--- src/rtl/ema_pkg.sv ---
// Purpose: shared constants and issue-FSM encoding for the EMA input path and core.
// Latency: n/a (declarations only).
// Backpressure: n/a (declarations only).
package ema_pkg;

  // Sample width shared by the input FIFO and the EMA core (core Win).
  localparam int EMA_W = 16;

  // Default number of cycles to wait for the core to raise busy after an issue pulse.
  localparam int EMA_ARM_TO = 4;

  // Issue sequencer states.
  typedef enum logic [1:0] {
    ST_IDLE  = 2'd0,
    ST_ISSUE = 2'd1,
    ST_ARM   = 2'd2,
    ST_BUSY  = 2'd3
  } issue_st_t;

  // Counter width able to hold 0..n-1 (at least one bit).
  function automatic int cnt_w(input int n);
    return (n > 1) ? $clog2(n) : 1;
  endfunction

endpackage

--- src/rtl/ema_fifo_mem.sv ---
// Purpose: circular sample RAM with AW+1-bit pointers, registered read port and level/full/empty.
// Latency: write visible to the read side one edge after the push; read data registered on the pop edge.
// Backpressure: none upstream; a write while full is accepted only if a pop happens in the same cycle, else flagged as a drop.
module ema_fifo_mem #(
  parameter int W     = 16,
  parameter int DEPTH = 8,
  parameter int AW    = $clog2(DEPTH)
) (
  input  logic          clk,
  input  logic          rst,
  input  logic          wr_vld,
  input  logic [W-1:0]  wr_dat,
  input  logic          rd_vld,
  output logic [W-1:0]  rd_dat,
  output logic          wr_drop,
  output logic          full,
  output logic          empty,
  output logic [AW:0]   level
);

  logic [W-1:0] mem [DEPTH];
  logic [AW:0]  wr_ptr;
  logic [AW:0]  rd_ptr;
  logic         rd_acc;
  logic         wr_acc;

  // Extra pointer MSB distinguishes full from empty when the index bits match.
  assign empty   = (wr_ptr == rd_ptr);
  assign full    = (wr_ptr[AW] != rd_ptr[AW]) && (wr_ptr[AW-1:0] == rd_ptr[AW-1:0]);
  assign rd_acc  = rd_vld && !empty;
  // A pop in the same cycle frees the slot, so a full FIFO can still take the write.
  assign wr_acc  = wr_vld && (!full || rd_acc);
  assign wr_drop = wr_vld && !wr_acc;
  // Pointer difference modulo 2*DEPTH is the occupancy.
  assign level   = wr_ptr - rd_ptr;

  // Advance pointers on accepted writes and pops.
  always_ff @(posedge clk) begin
    if (rst) begin
      wr_ptr <= '0;
      rd_ptr <= '0;
    end else begin
      if (wr_acc) wr_ptr <= wr_ptr + 1'b1;
      if (rd_acc) rd_ptr <= rd_ptr + 1'b1;
    end
  end

  // Storage array; contents need no reset since pointers gate every read.
  always_ff @(posedge clk) begin
    if (wr_acc) mem[wr_ptr[AW-1:0]] <= wr_dat;
  end

  // Registered read port: loads the head on a pop and holds it otherwise.
  always_ff @(posedge clk) begin
    if (rst) begin
      rd_dat <= '0;
    end else if (rd_acc) begin
      rd_dat <= mem[rd_ptr[AW-1:0]];
    end
  end

endmodule

--- src/rtl/ema_in_fifo.sv ---
// Purpose: buffers a non-stallable sample stream and issues one sample per EMA core computation.
// Latency: sample strobed in cycle t with empty FIFO and idle core gives valid_o in cycle t+2.
// Backpressure: upstream never stalls; s_ready_o is informational, samples arriving while full are dropped.
// Optional: define EMA_IN_FIFO_DROPCNT_EN to add the saturating drop_cnt_o counter.
module ema_in_fifo
  import ema_pkg::*;
#(
  parameter int W      = EMA_W,
  parameter int DEPTH  = 8,
  parameter int AW     = $clog2(DEPTH),
  parameter int ARM_TO = EMA_ARM_TO
) (
  input  logic          clk,
  input  logic          rst,
  input  logic [W-1:0]  s_data_i,
  input  logic          s_valid_i,
  output logic          s_ready_o,
  output logic [W-1:0]  x_o,
  output logic          valid_o,
  input  logic          busy_i,
  output logic [AW:0]   level_o,
  output logic          ovf_o,
  output logic          err_o
`ifdef EMA_IN_FIFO_DROPCNT_EN
  ,
  output logic [15:0]   drop_cnt_o
`endif
);

  localparam int CW = cnt_w(ARM_TO);
  localparam logic [CW-1:0] ARM_LAST = CW'(ARM_TO - 1);

  issue_st_t      state;
  issue_st_t      state_nxt;
  logic           pop;
  logic           arm_to_hit;
  logic           wr_drop;
  logic           full;
  logic           empty;
  logic [CW-1:0]  arm_cnt;

  ema_fifo_mem #(
    .W     (W),
    .DEPTH (DEPTH),
    .AW    (AW)
  ) u_mem (
    .clk     (clk),
    .rst     (rst),
    .wr_vld  (s_valid_i),
    .wr_dat  (s_data_i),
    .rd_vld  (pop),
    .rd_dat  (x_o),
    .wr_drop (wr_drop),
    .full    (full),
    .empty   (empty),
    .level   (level_o)
  );

  assign s_ready_o = !full;

  // Issue FSM state register.
  always_ff @(posedge clk) begin
    if (rst) state <= ST_IDLE;
    else     state <= state_nxt;
  end

  // Issue FSM next state and outputs; pops only from IDLE so one issue maps to one computation.
  always_comb begin
    state_nxt  = state;
    pop        = 1'b0;
    valid_o    = 1'b0;
    arm_to_hit = 1'b0;
    case (state)
      ST_IDLE: begin
        if (!empty && !busy_i) begin
          pop       = 1'b1;
          state_nxt = ST_ISSUE;
        end
      end
      ST_ISSUE: begin
        valid_o   = 1'b1;
        state_nxt = ST_ARM;
      end
      ST_ARM: begin
        if (busy_i) begin
          state_nxt = ST_BUSY;
        end else if (arm_cnt == ARM_LAST) begin
          arm_to_hit = 1'b1;
          state_nxt  = ST_IDLE;
        end
      end
      ST_BUSY: begin
        if (!busy_i) state_nxt = ST_IDLE;
      end
      default: state_nxt = ST_IDLE;
    endcase
  end

  // Counts cycles spent in ARM; cleared whenever the FSM is elsewhere.
  always_ff @(posedge clk) begin
    if (rst || state != ST_ARM) arm_cnt <= '0;
    else                        arm_cnt <= arm_cnt + 1'b1;
  end

  // Sticky overflow and missing-busy error flags, cleared only by reset.
  always_ff @(posedge clk) begin
    if (rst) begin
      ovf_o <= 1'b0;
      err_o <= 1'b0;
    end else begin
      if (wr_drop)    ovf_o <= 1'b1;
      if (arm_to_hit) err_o <= 1'b1;
    end
  end

`ifdef EMA_IN_FIFO_DROPCNT_EN
  // Saturating count of dropped samples.
  always_ff @(posedge clk) begin
    if (rst) begin
      drop_cnt_o <= '0;
    end else if (wr_drop && drop_cnt_o != 16'hFFFF) begin
      drop_cnt_o <= drop_cnt_o + 16'd1;
    end
  end
`endif

endmodule

--- config.mk ---
export PLATFORM = sky130hd
export DESIGN_NAME = ema_in_fifo
export DESIGN_NICKNAME = d
export VERILOG_FILES = /design/src/rtl/ema_pkg.sv /design/src/rtl/ema_fifo_mem.sv /design/src/rtl/ema_in_fifo.sv
export SDC_FILE = /design/constraint.sdc
export NUM_CORES = 1
export LEC_CHECK = 0
export ABC_AREA = 1
export BUFFER_PORTS_ARGS = -buffer_cell sky130_fd_sc_hd__buf_2
export CORE_ASPECT_RATIO = 1.5
export CORE_MARGIN = 5
export CORE_UTILIZATION = 60
export CTS_CLUSTER_DIAMETER = 120
export CTS_CLUSTER_SIZE = 12
export DETAILED_ROUTE_END_ITERATION = 6
export HOLD_SLACK_MARGIN = 0.05
export PLACE_DENSITY = 0.79
export SLEW_MARGIN = 20
export SYNTH_ARGS = -nofsm -noshare
export SYNTH_HDL_FRONTEND = slang
export SYNTH_SLANG_ARGS = --single-unit
export TNS_END_PERCENT = 5
--- constraint.sdc ---
create_clock -name clk -period 8.3 [get_ports clk]
set_input_delay 1.66 -clock clk [delete_from_list [all_inputs] [get_ports clk]]
set_output_delay 1.66 -clock clk [all_outputs]
set_load 0.02 [all_outputs]
==> metrics.md, run 1 <==
| Metric | Value |
|---|---|
| Critical Path RT | 6640 ps |
| Mapped Area | 6830 um2 |
| Cell Int Power | 0.00156 W |
| P_sw | 0.000717 W |
| Die height | 141 um |
| Final period util | 54.8% |
| Clk pwr share | 34.6% |
| Max-slew headroom | 34.4% |
| Main synth FF type | edfxtp_1 |
| Via count | 4698 |
| Total power | 0.00228 W |
| Status | complete, no violations |
| Critical Path AT | 2890 ps |
| Final antenna-violating net count | 0 |
| Top post-synthesis cells by area | edfxtp_1, nand2_1, dfxtp_1, nand3_1, inv_1 |
| Seq/Total Area, Yosys | 65.1% |
| Top-area cell type share of the netlist area | 56.3% |
| Synthesized net count | 690 |
| Setup Skew | 3.58 ps |
| I/O Buffers | 43 |
| Crit start category | flip-flop |
| Reg area | 4450 um2 |
| VDD IR max | 0.000193 V |
| Post-CTS sizing | 0 |
| Final nets | 732 |
| Setup TNS | 0 ps |
| Leakage dissipation | 3.24 nW |
| CTS buffer count | 17 |
| ANT cells | 0 |
| CTS H-tree lvls | 4 |
| Syn Inst Count | 663 |
| Root buffer cell | clkbuf_16 |
| Netlist cell types | 28 |
| Tmin final | 4550 ps |
| Hold crit path type | flip-flop to flip-flop |
| R2R Setup Slk | 5090 ps |
| Commonest cells post-synth | nand2_1, edfxtp_1, nand3_1 |
| Final setup fails | 0 |
| Clock slew seen by the registers of the worst setup and hold paths | 60 ps |
| Post-layout util | 69.6% |
| CTS tree | yes |
| Core area | 11100 um2 |
| Initial Util | 61.4% |
| Pre-CTS setup slack | 4260 ps |
| Sw Share | 31.5% |
| Yosys top cell by area | edfxtp_1 |
| Syn Area/Cell | 10.3 um2 |
| Ys async rst share | 0% |
| Synthesized flop and latch total | 158 |
| CP Max Fanout | 20 |
| CTS Sinks | 158 |
| Drt total wl | 14300 um |
| Post-CTS repair timing setup buffer count | 0 |
| Layout cells sized above 1 | 17.2% |
| Crit. End Element | output pin |
| Clock buffer depth | 2 |
| Final instance area | 7730 um2 |
| Fin. Hold Viols | 0 |
| CP Class | flip-flop to output pin |
| Post-synth EDFFs | 128 |
| Number of global-route vias before repair | 4685 |
| Ports | 44 |
| Max Clk Rate | 0.220 GHz |
| DR iter-0 viols | 460 |
| Crit path from | u_mem.rd_ptr[2] |
| Pin count of the biggest net entering global routing | 68 |
| Reg power frac | 40.8% |
| Crit path cell chain | inv_2, ha_1, nand2_2, o21ai_0, xor2_1, buf_2 |
| Most common cell in the netlist | nand2_1 |
| HPWL Detailed | 8240 um |
| Post-route DRC | 0 |
| DP Area | 7130 um2 |
| Worst Slack Setup Final | 3750 ps |
| Synth-to-Final Area Change | 13.3% |
| Antenna violations before repair | 0 |
| End of the critical path | level_o[3] |
| Worst-Skew Late Latency | 420 ps |
| Worst R2R Start | u_mem.rd_ptr[2] |
| DR vias/cell | 5.44 |
| First-pass GRT wire length | 23000 um |
| Area of the multi-input gates | 1900 um2 |
| Reg2reg path depth | 10 |
| Max incr delay on CP | 970 ps |
| RR Endpoint | u_mem.mem[0][2] |
| Combinational power share | 24.6% |
| Die Wd | 97.1 um |
| GP Congestion | 0.817 |
| Row count | 47 |
| Die area | 13700 um2 |
| Slowest CP cell | dfxtp_1 |
| Max Slew Vio Count | 0 |
| Total congestion overflow | 0 |
| Max-Cap Viols | 0 |
| RSZ-0062 raised after global routing | no |
| Synth Warn # | 0 |
| Wire per inst | 16.6 um |
| Layout fillers | 752 |
| Hold_buf cts | 0 |
| Worst-Margin Slew | 982 ps |
| PD cells | 295 nW/um2 |
| Initial DRT Pass Iterations | 5 |
| Total Routing Usage GR | 21.8% |
==> metrics by stage <==
step	hold WS (ps)	instances
2_1_floorplan	397	663
3_3_place_gp	408	833
3_5_place_dp	423	833
4_1_cts	431	863
5_1_grt	464	863
6_report	426	863
==> critical path: cells and delay by family (launching register included) <==
family                     cells  cell delay, ps
DFF                            1             970
buffers and inverters          2             580
adders and majority gates      1             480
AOI/OAI and AO/OA              1             190
xor gates and xnor gates       1             150
and+or+nand+nor                1              80
==> placed cells by master (no fill, tap or decap), types with 5 or more instances in the layout <==
master	Yosys	routed
nor2_1	18	18
ha_1	6	6
edfxtp_1	128	128
buf_2	20	43
nand2_1	228	228
clkbuf_16	0	17
a21oi_2	10	10
nand2_4	5	5
nand3_1	79	79
xor2_1	5	5
inv_1	73	73
a21oi_1	15	15
buf_4	4	10
dfxtp_1	30	29
nand3_2	9	9
inv_2	10	9
==> flip-flops by register name (all words and copies together), names as in the netlist <==
| name | count |
|---|---|
| state | 2 |
| arm_cnt | 2 |
| u_mem.wr_ptr | 4 |
| u_mem.mem | 128 |
| ovf_o | 1 |
| err_o | 1 |
| u_mem.rd_dat | 16 |
| u_mem.rd_ptr | 4 |
==> power by group through the flow <==
stage               registers [W]  clock network, W  logic, W
floorplan                0.000968                 0  0.000406
global placement         0.000943                 0  0.000534
detailed placement       0.000946                 0  0.000554
CTS                      0.000929          0.000795  0.000560
global route             0.000934          0.000834  0.000618
finish                   0.000930          0.000789  0.000560
==> logic make-up (layout without fill, tap and decap cells) <==
family / after synthesis / after routing / share of synthesized area (%)
adders and majority gates: 7 / 7 / 1.39
and+or+nand+nor: 346 / 346 / 22.4
xor gates and xnor gates: 6 / 6 / 0.770
DFF: 158 / 158 / 65.1
buffers and inverters: 113 / 166 / 7.04
AOI/OAI and AO/OA: 33 / 33 / 3.28
==> cell type report <==
type / instances / area share (%)
multi-input cells: 392 / 24.6
well taps: 147 / 2.38
flip-flops and latches: 158 / 57.5
inverters: 83 / 4.05
repair buffers: 53 / 3.75
clock buffers: 17 / 5.50
clock inverters: 13 / 2.25
==> how the worst min path moves through the flow <==
stage / start / end / cells after the start
after detailed placement: arm_cnt[0] / arm_cnt[0] / 1
after global placement: arm_cnt[0] / arm_cnt[0] / 1
final: arm_cnt[0] / arm_cnt[0] / 1
after floorplan: arm_cnt[0] / arm_cnt[0] / 1
after global routing: arm_cnt[0] / arm_cnt[0] / 1
after CTS: arm_cnt[0] / arm_cnt[0] / 1
==> layer usage <==
metal,up-vias,track usage (%),routed length (um)
met5,-,0,0
met4,0,12.7,629
met3,47,4.75,926
met2,197,35.8,7150
met1,2211,26.5,5640
li1,2243,-,-
Power figures use the tool's default switching activity.
==> run 2, diff against run 1 <==
ABC_AREA = 0   (was 1)
CORE_UTILIZATION = 59   (was 60)
PLACE_DENSITY = 0.78   (was 0.79)
clock period = 4.2 ns   (was 8.3 ns; I/O delays follow)
==> run 2 against run 1 <==
Effect of this change:
- area after synthesis down 9.0%
- cell area shrank 7.3%
- global-route usage decreased by 2.7 points
- flip-flop and latch count unchanged
- combinational power is 19% lower
- critical path type unchanged
- largest cell class unchanged
==> metrics.md, run 2 <==
| Metric | Value |
|---|---|
| Max-slew headroom | 37.5% (was 34.4%) |
| Max Slew Vio Count | 0 (unchanged) |
| Via count | 3027 (was 4698) |
| Status | complete, no violations (unchanged) |
| Final setup fails | 0 (unchanged) |
| Ys async rst share | 0% (unchanged) |
| Top-area cell type share of the netlist area | 61.9% (was 56.3%) |
| PD cells | 519 nW/um2 (was 295 nW/um2) |
| Clock slew seen by the registers of the worst setup and hold paths | 60 ps (about the same) |
| Max Clk Rate | 0.329 GHz |
| Setup TNS | 0 ps (unchanged) |
| Tmin final | 3040 ps |
| Main synth FF type | edfxtp_1 (unchanged) |
| RSZ-0062 raised after global routing | no (unchanged) |
| Most common cell in the netlist | edfxtp_1 (was nand2_1) |
| Leakage dissipation | 2.51 nW (was 3.24 nW) |
| Netlist cell types | 43 (was 28) |
| Worst Hold Slack | 436 ps (was 426 ps) |
| Root buffer cell | clkbuf_16 (unchanged) |
| Die height | 136 um (was 141 um) |
| Wire per inst | 21.1 um (was 16.6 um) |
| DR vias/cell | 5.72 (was 5.44) |
| CP top delay family | buffers and inverters (was flip-flops) |
| Synth Warn # | 0 (unchanged) |
| Antenna violations before repair | 0 (unchanged) |
| Initial DRT Pass Iterations | 4 (was 5) |
| Worst-Skew Late Latency | 410 ps (was 420 ps) |
| Post-CTS sizing | 0 (unchanged) |
| Syn Inst Count | 313 (was 663) |
| HPWL Detailed | 6600 um (was 8240 um) |
| Pin count of the biggest net entering global routing | 34 (was 68) |
| Final period util | 72.4% |
| Layout fillers | 656 (was 752) |
| Yosys top cell by area | edfxtp_1 (unchanged) |
| VDD IR max | 0.000338 V (was 0.000193 V) |
| Die area | 12700 um2 (was 13700 um2) |
| Crit path cell chain | buf_4, fa_1, inv_1, buf_2 (was inv_2, ha_1, nand2_2, o21ai_0, xor2_1, buf_2) |
| CTS H-tree lvls | 4 (unchanged) |
| Number of global-route vias before repair | 3203 (was 4685) |
| Row count | 46 (was 47) |
| Post-CTS repair timing setup buffer count | 0 (unchanged) |
| Mapped Area | 6210 um2 (was 6830 um2) |
| Critical Path AT | 2200 ps (was 2890 ps) |
| Setup Skew | 6.67 ps (was 3.58 ps) |
| CTS tree | yes (unchanged) |
| Synthesized flop and latch total | 158 (unchanged) |
| Buffers and inverters on the worst path | 3 (was 2) |
| Hold crit path type | flip-flop to flip-flop (unchanged) |
| Synth-to-Final Area Change | 15.5% (was 13.3%) |
| Hold_buf cts | 0 (unchanged) |
| Post-route DRC | 0 (unchanged) |
| Most common cell after layout, fill and taps aside | edfxtp_1 (was nand2_1) |
| DR iter-0 viols | 189 (was 460) |
| Final antenna-violating net count | 0 (unchanged) |
| ANT cells | 0 (unchanged) |
| Syn Area/Cell | 19.8 um2 (was 10.3 um2) |
| I/O Buffers | 43 (unchanged) |
| Top post-synthesis cells by area | edfxtp_1, dfxtp_1, mux4_1, mux4_2, mux2_2 (was edfxtp_1, nand2_1, dfxtp_1, nand3_1, inv_1) |
| Die Wd | 93.8 um (was 97.1 um) |
| Initial Util | 59.6% (was 61.4%) |
| CP Class | flip-flop to output pin (unchanged) |
| Max incr delay on CP | 640 ps (was 970 ps) |
| Total Routing Usage GR | 19.0% (was 21.8%) |
| Crit. End Element | output pin (unchanged) |
| CTS buffer count | 17 (unchanged) |
| Worst-Margin Slew | 937 ps (was 982 ps) |
| Fin. Hold Viols | 0 (unchanged) |
| Max-Cap Viols | 0 (unchanged) |
| Max reg flops | 128 (unchanged) |
| Ports | 44 (unchanged) |
| Drt total wl | 11200 um (was 14300 um) |
| Synthesized net count | 340 (was 690) |
| Total congestion overflow | 0 (unchanged) |
| Most frequent cells in the layout | edfxtp_1, buf_2, dfxtp_1, mux4_1, clkbuf_16 (was nand2_1, edfxtp_1, nand3_1, inv_1, buf_2) |
| Clock buffer depth | 2 (unchanged) |
| Post-synth EDFFs | 128 (unchanged) |
| Critical Path RT | 3360 ps (was 6640 ps) |
| CP Max Fanout | 23 (was 20) |
| R2R Setup Slk | 1580 ps (was 5090 ps) |
| Layout cells sized above 1 | 33.8% (was 17.2%) |
| Final nets | 399 (was 732) |
| Crit start category | flip-flop (unchanged) |
| Core area | 10400 um2 (was 11100 um2) |
| First-pass GRT wire length | 17600 um (was 23000 um) |
| Seq/Total Area, Yosys | 71.6% (was 65.1%) |
| GP Congestion | 0.780 (was 0.817) |
| Commonest cells post-synth | edfxtp_1, dfxtp_1, mux4_1 (was nand2_1, edfxtp_1, nand3_1) |
| Slowest CP cell | dfxtp_2 (was dfxtp_1) |
| CTS Sinks | 158 (unchanged) |
[run 2: kinds of logic after synthesis]
| kind of cell | Yosys count | share of synthesized area [%] |
|---|---|---|
| AOI/OAI and AO/OA | 30 | 3.95 |
| xor gates and xnor gates | 9 | 1.39 |
| adders and majority gates | 7 | 1.53 |
| buffers and inverters | 23 | 2.60 |
| DFF | 158 | 71.6 |
| muxes | 50 | 15.9 |
| and+or+nand+nor | 36 | 3.10 |
[run 2: routing by layer]
metal  track usage (%)  share of wire [%]  vias up
li1                  -                  -     1389
met2              31.4                 52       63
met5                 0                  0        -
met3              4.45                3.4       16
met1              24.9                 43     1559
met4              6.67                1.7        0
[run 2: cell type report]
cell class | count | area (um2) | share of cell area (%)
sequential | 158 | 4450 | 62.0
multi-input combinational | 132 | 1640 | 22.8
clock buffer | 18 | 429 | 5.99
timing repair buffer | 55 | 305 | 4.26
tap | 144 | 180 | 2.51
clock inverter | 14 | 143 | 1.99
inverter | 8 | 30.0 | 0.419
[run 2: power by group]
part	leakage (nW)	switching, W	internal, W
Clock	0.278	0.000590	0.000874
Sequential	1.41	0.0000413	0.00176
Combinational	0.824	0.000258	0.000193
Total	2.51	0.000889	0.00283
[run 2: path summary, 6_finish.rpt]
| path | endpoint | cells after the start | startpoint |
|---|---|---|---|
| setup reg to reg | u_mem.mem[1][12] | 7 | u_mem.rd_ptr[1] |
| hold reg to reg | arm_cnt[0] | 1 | arm_cnt[0] |
| setup / recovery | level_o[1] | 4 | u_mem.rd_ptr[1] |
| hold / removal | arm_cnt[0] | 1 | arm_cnt[0] |
[run 2: through the flow]
stage                     instances  util [%]  setup slack [ps]  instance area (um2)  total power, W
final                           529      68.8              1160                 7170         0.00372
after CTS                       529      68.8              1110                 7170         0.00375
after global placement          497      63.3              1560                 6600         0.00227
after detailed placement        497      63.3              1560                 6600         0.00229
after floorplan                 313         -               651                 6210         0.00216
after global routing            529      68.8              1050                 7170         0.00386
==> run 3, diff against run 2 <==
clock period = 2.8 ns   (was 4.2 ns; I/O delays follow)
==> run 3 against run 2 <==
Effect of this change:
- flip-flop and latch count unchanged
- combinational power is 52% higher
- sequential share of layout area decreased by 0.13 points
- routed wire length decreased by 1.4%
- highest routed layer unchanged
- sequential power grew 50%
- die area unchanged
==> metrics.md, run 3 (synthesis gave the netlist of run 2 again) <==
| Metric | Value |
|---|---|
| Status | complete, no violations (unchanged) |
| DR iter-0 viols | 168 (was 189) |
| Leakage dissipation | 2.50 nW (was 2.51 nW) |
| I/O Buffers | 43 (unchanged) |
| Post-CTS sizing | 0 (unchanged) |
| VDD IR max | 0.000638 V (was 0.000338 V) |
| Synth-to-Final Area Change | 15.7% (was 15.5%) |
| Hold depth | 1 (unchanged) |
| Tmin final | 2590 ps |
| Crit. End Element | output pin (unchanged) |
| Pin count of the biggest net entering global routing | 34 (unchanged) |
| Initial DRT Pass Iterations | 4 (unchanged) |
| Fin. Hold Viols | 0 (unchanged) |
| Final setup fails | 0 (unchanged) |
| Die Wd | 93.8 um (unchanged) |
| Reg power frac | 49.4% (was 48.5%) |
| Hold path startpoint | s_data_i[5] (was arm_cnt[0]) |
| Worst-Margin Slew | 810 ps (was 937 ps) |
| Die height | 136 um (unchanged) |
| Max-Cap Viols | 0 (unchanged) |
| CTS H-tree lvls | 4 (unchanged) |
| Core area | 10400 um2 (unchanged) |
| Drt total wl | 11000 um (was 11200 um) |
| Max-slew headroom | 45.9% (was 37.5%) |
| Reg2reg path depth | 7 (unchanged) |
| HPWL Detailed | 6920 um (was 6600 um) |
| CTS buffer count | 17 (unchanged) |
| Setup TNS | 0 ps (unchanged) |
| Max Clk Rate | 0.386 GHz |
| Total Routing Usage GR | 19.1% (was 19.0%) |
| Final antenna-violating net count | 0 (unchanged) |
| Clk pwr share | 38.0% (was 39.4%) |
| Critical Path RT | 2240 ps (was 3360 ps) |
| GP Congestion | 0.870 (was 0.780) |
| Total congestion overflow | 0 (unchanged) |
| Max reg flops | 128 (unchanged) |
| Layout cells sized above 1 | 35.0% (was 33.8%) |
| Clock slew seen by the registers of the worst setup and hold paths | 60 ps (about the same) |
| ANT cells | 0 (unchanged) |
| First-pass GRT wire length | 17600 um (about the same) |
| Antenna violations before repair | 0 (unchanged) |
| DR vias/cell | 5.80 (was 5.72) |
| Hold crit path type | input pin to flip-flop (was flip-flop to flip-flop) |
| Number of global-route vias before repair | 3260 (was 3203) |
| R2R Setup Slk | 370 ps (was 1580 ps) |
| Critical Path AT | 2030 ps (was 2200 ps) |
| CP Class | flip-flop to output pin (unchanged) |
| Final period util | 92.4% |
| Wire per inst | 20.7 um (was 21.1 um) |
| P_sw | 0.00135 W (was 0.000889 W) |
| Cell Int Power | 0.00411 W (was 0.00283 W) |
| Max Slew Vio Count | 0 (unchanged) |
| Ports | 44 (unchanged) |
| CTS Sinks | 158 (unchanged) |
| PD cells | 761 nW/um2 (was 519 nW/um2) |
| Post-route DRC | 0 (unchanged) |
| Hold_buf cts | 0 (unchanged) |
| Root buffer cell | clkbuf_16 (unchanged) |
| Worst-Skew Late Latency | 410 ps (about the same) |
| Combinational power share | 12.6% (was 12.1%) |
| Final nets | 403 (was 399) |
| Via count | 3091 (was 3027) |
| Post-CTS repair timing setup buffer count | 0 (unchanged) |
| Sw Share | 24.8% (was 23.9%) |
| Clock buffer depth | 2 (unchanged) |
| Most frequent cells in the layout | edfxtp_1, buf_2, dfxtp_1, mux4_1, clkbuf_16 (unchanged) |
| Worst Hold Slack | 410 ps (was 436 ps) |
| Initial Util | 59.6% (unchanged) |
| Setup Skew | 7.83 ps (was 6.67 ps) |
| RSZ-0062 raised after global routing | no (unchanged) |
| Worst-case hold path end point | u_mem.mem[4][5] (was arm_cnt[0]) |
| Most common cell after layout, fill and taps aside | edfxtp_1 (unchanged) |
| Worst R2R Start | u_mem.wr_ptr[0] (was u_mem.rd_ptr[1]) |
| Crit start category | flip-flop (unchanged) |
| RR Endpoint | u_mem.mem[3][14] (was u_mem.mem[1][12]) |
| CP Max Fanout | 7 (was 23) |
| Die area | 12700 um2 (unchanged) |
| Row count | 46 (unchanged) |
| CTS tree | yes (unchanged) |
## run 3: metal layers
| metal | track usage, % | share of wire, % |
|---|---|---|
| met5 | 0 | 0 |
| met4 | 8.35 | 2.3 |
| met3 | 5.28 | 4.3 |
| met2 | 32.2 | 54 |
| met1 | 22.8 | 39 |
## run 3: area by class of cell
class	instances	area (um2)
well taps	144	180
clock buffers	18	439
multi-input cells	132	1650
repair buffers	59	335
flip-flops and latches	158	4450
clock inverters	14	109
inverters	8	30.0
fillers	660	3230
## run 3: how the worst max path moves through the flow
stage | startpoint | end
after global routing | u_mem.wr_ptr[0] | level_o[2]
after floorplan | u_mem.rd_ptr[2] | u_mem.mem[6][0]
after CTS | u_mem.wr_ptr[0] | level_o[2]
after detailed placement | u_mem.wr_ptr[0] | u_mem.mem[1][4]
final | u_mem.wr_ptr[0] | level_o[2]
after global placement | u_mem.wr_ptr[0] | u_mem.mem[5][4]
## run 3: power groups by stage
stage                     registers [W]  clock network [W]  logic [W]
after global placement          0.00274                  0   0.000674
final                           0.00270            0.00208   0.000686
after floorplan                 0.00279                  0   0.000456
after global routing            0.00271            0.00224   0.000746
after CTS                       0.00270            0.00212   0.000697
after detailed placement        0.00275                  0   0.000694
## run 3: critical path, cell delays in order, from the launching register on
cell and delay, ps:
dfxtp_1 530, inv_1 150, ha_1 230, fa_1 390
xnor2_1 130, buf_2 180
## run 3: stage by stage
step | setup slack (ps) | cell area, um2 | instances | power [W] | utilization (%)
2_1_floorplan | -342 | 6220 | 313 | 0.00324 | -
3_3_place_gp | 542 | 6640 | 501 | 0.00342 | 63.7
3_5_place_dp | 431 | 6640 | 501 | 0.00344 | 63.7
4_1_cts | 188 | 7180 | 533 | 0.00552 | 69.0
5_1_grt | 113 | 7180 | 533 | 0.00569 | 69.0
6_report | 212 | 7180 | 533 | 0.00546 | 69.0
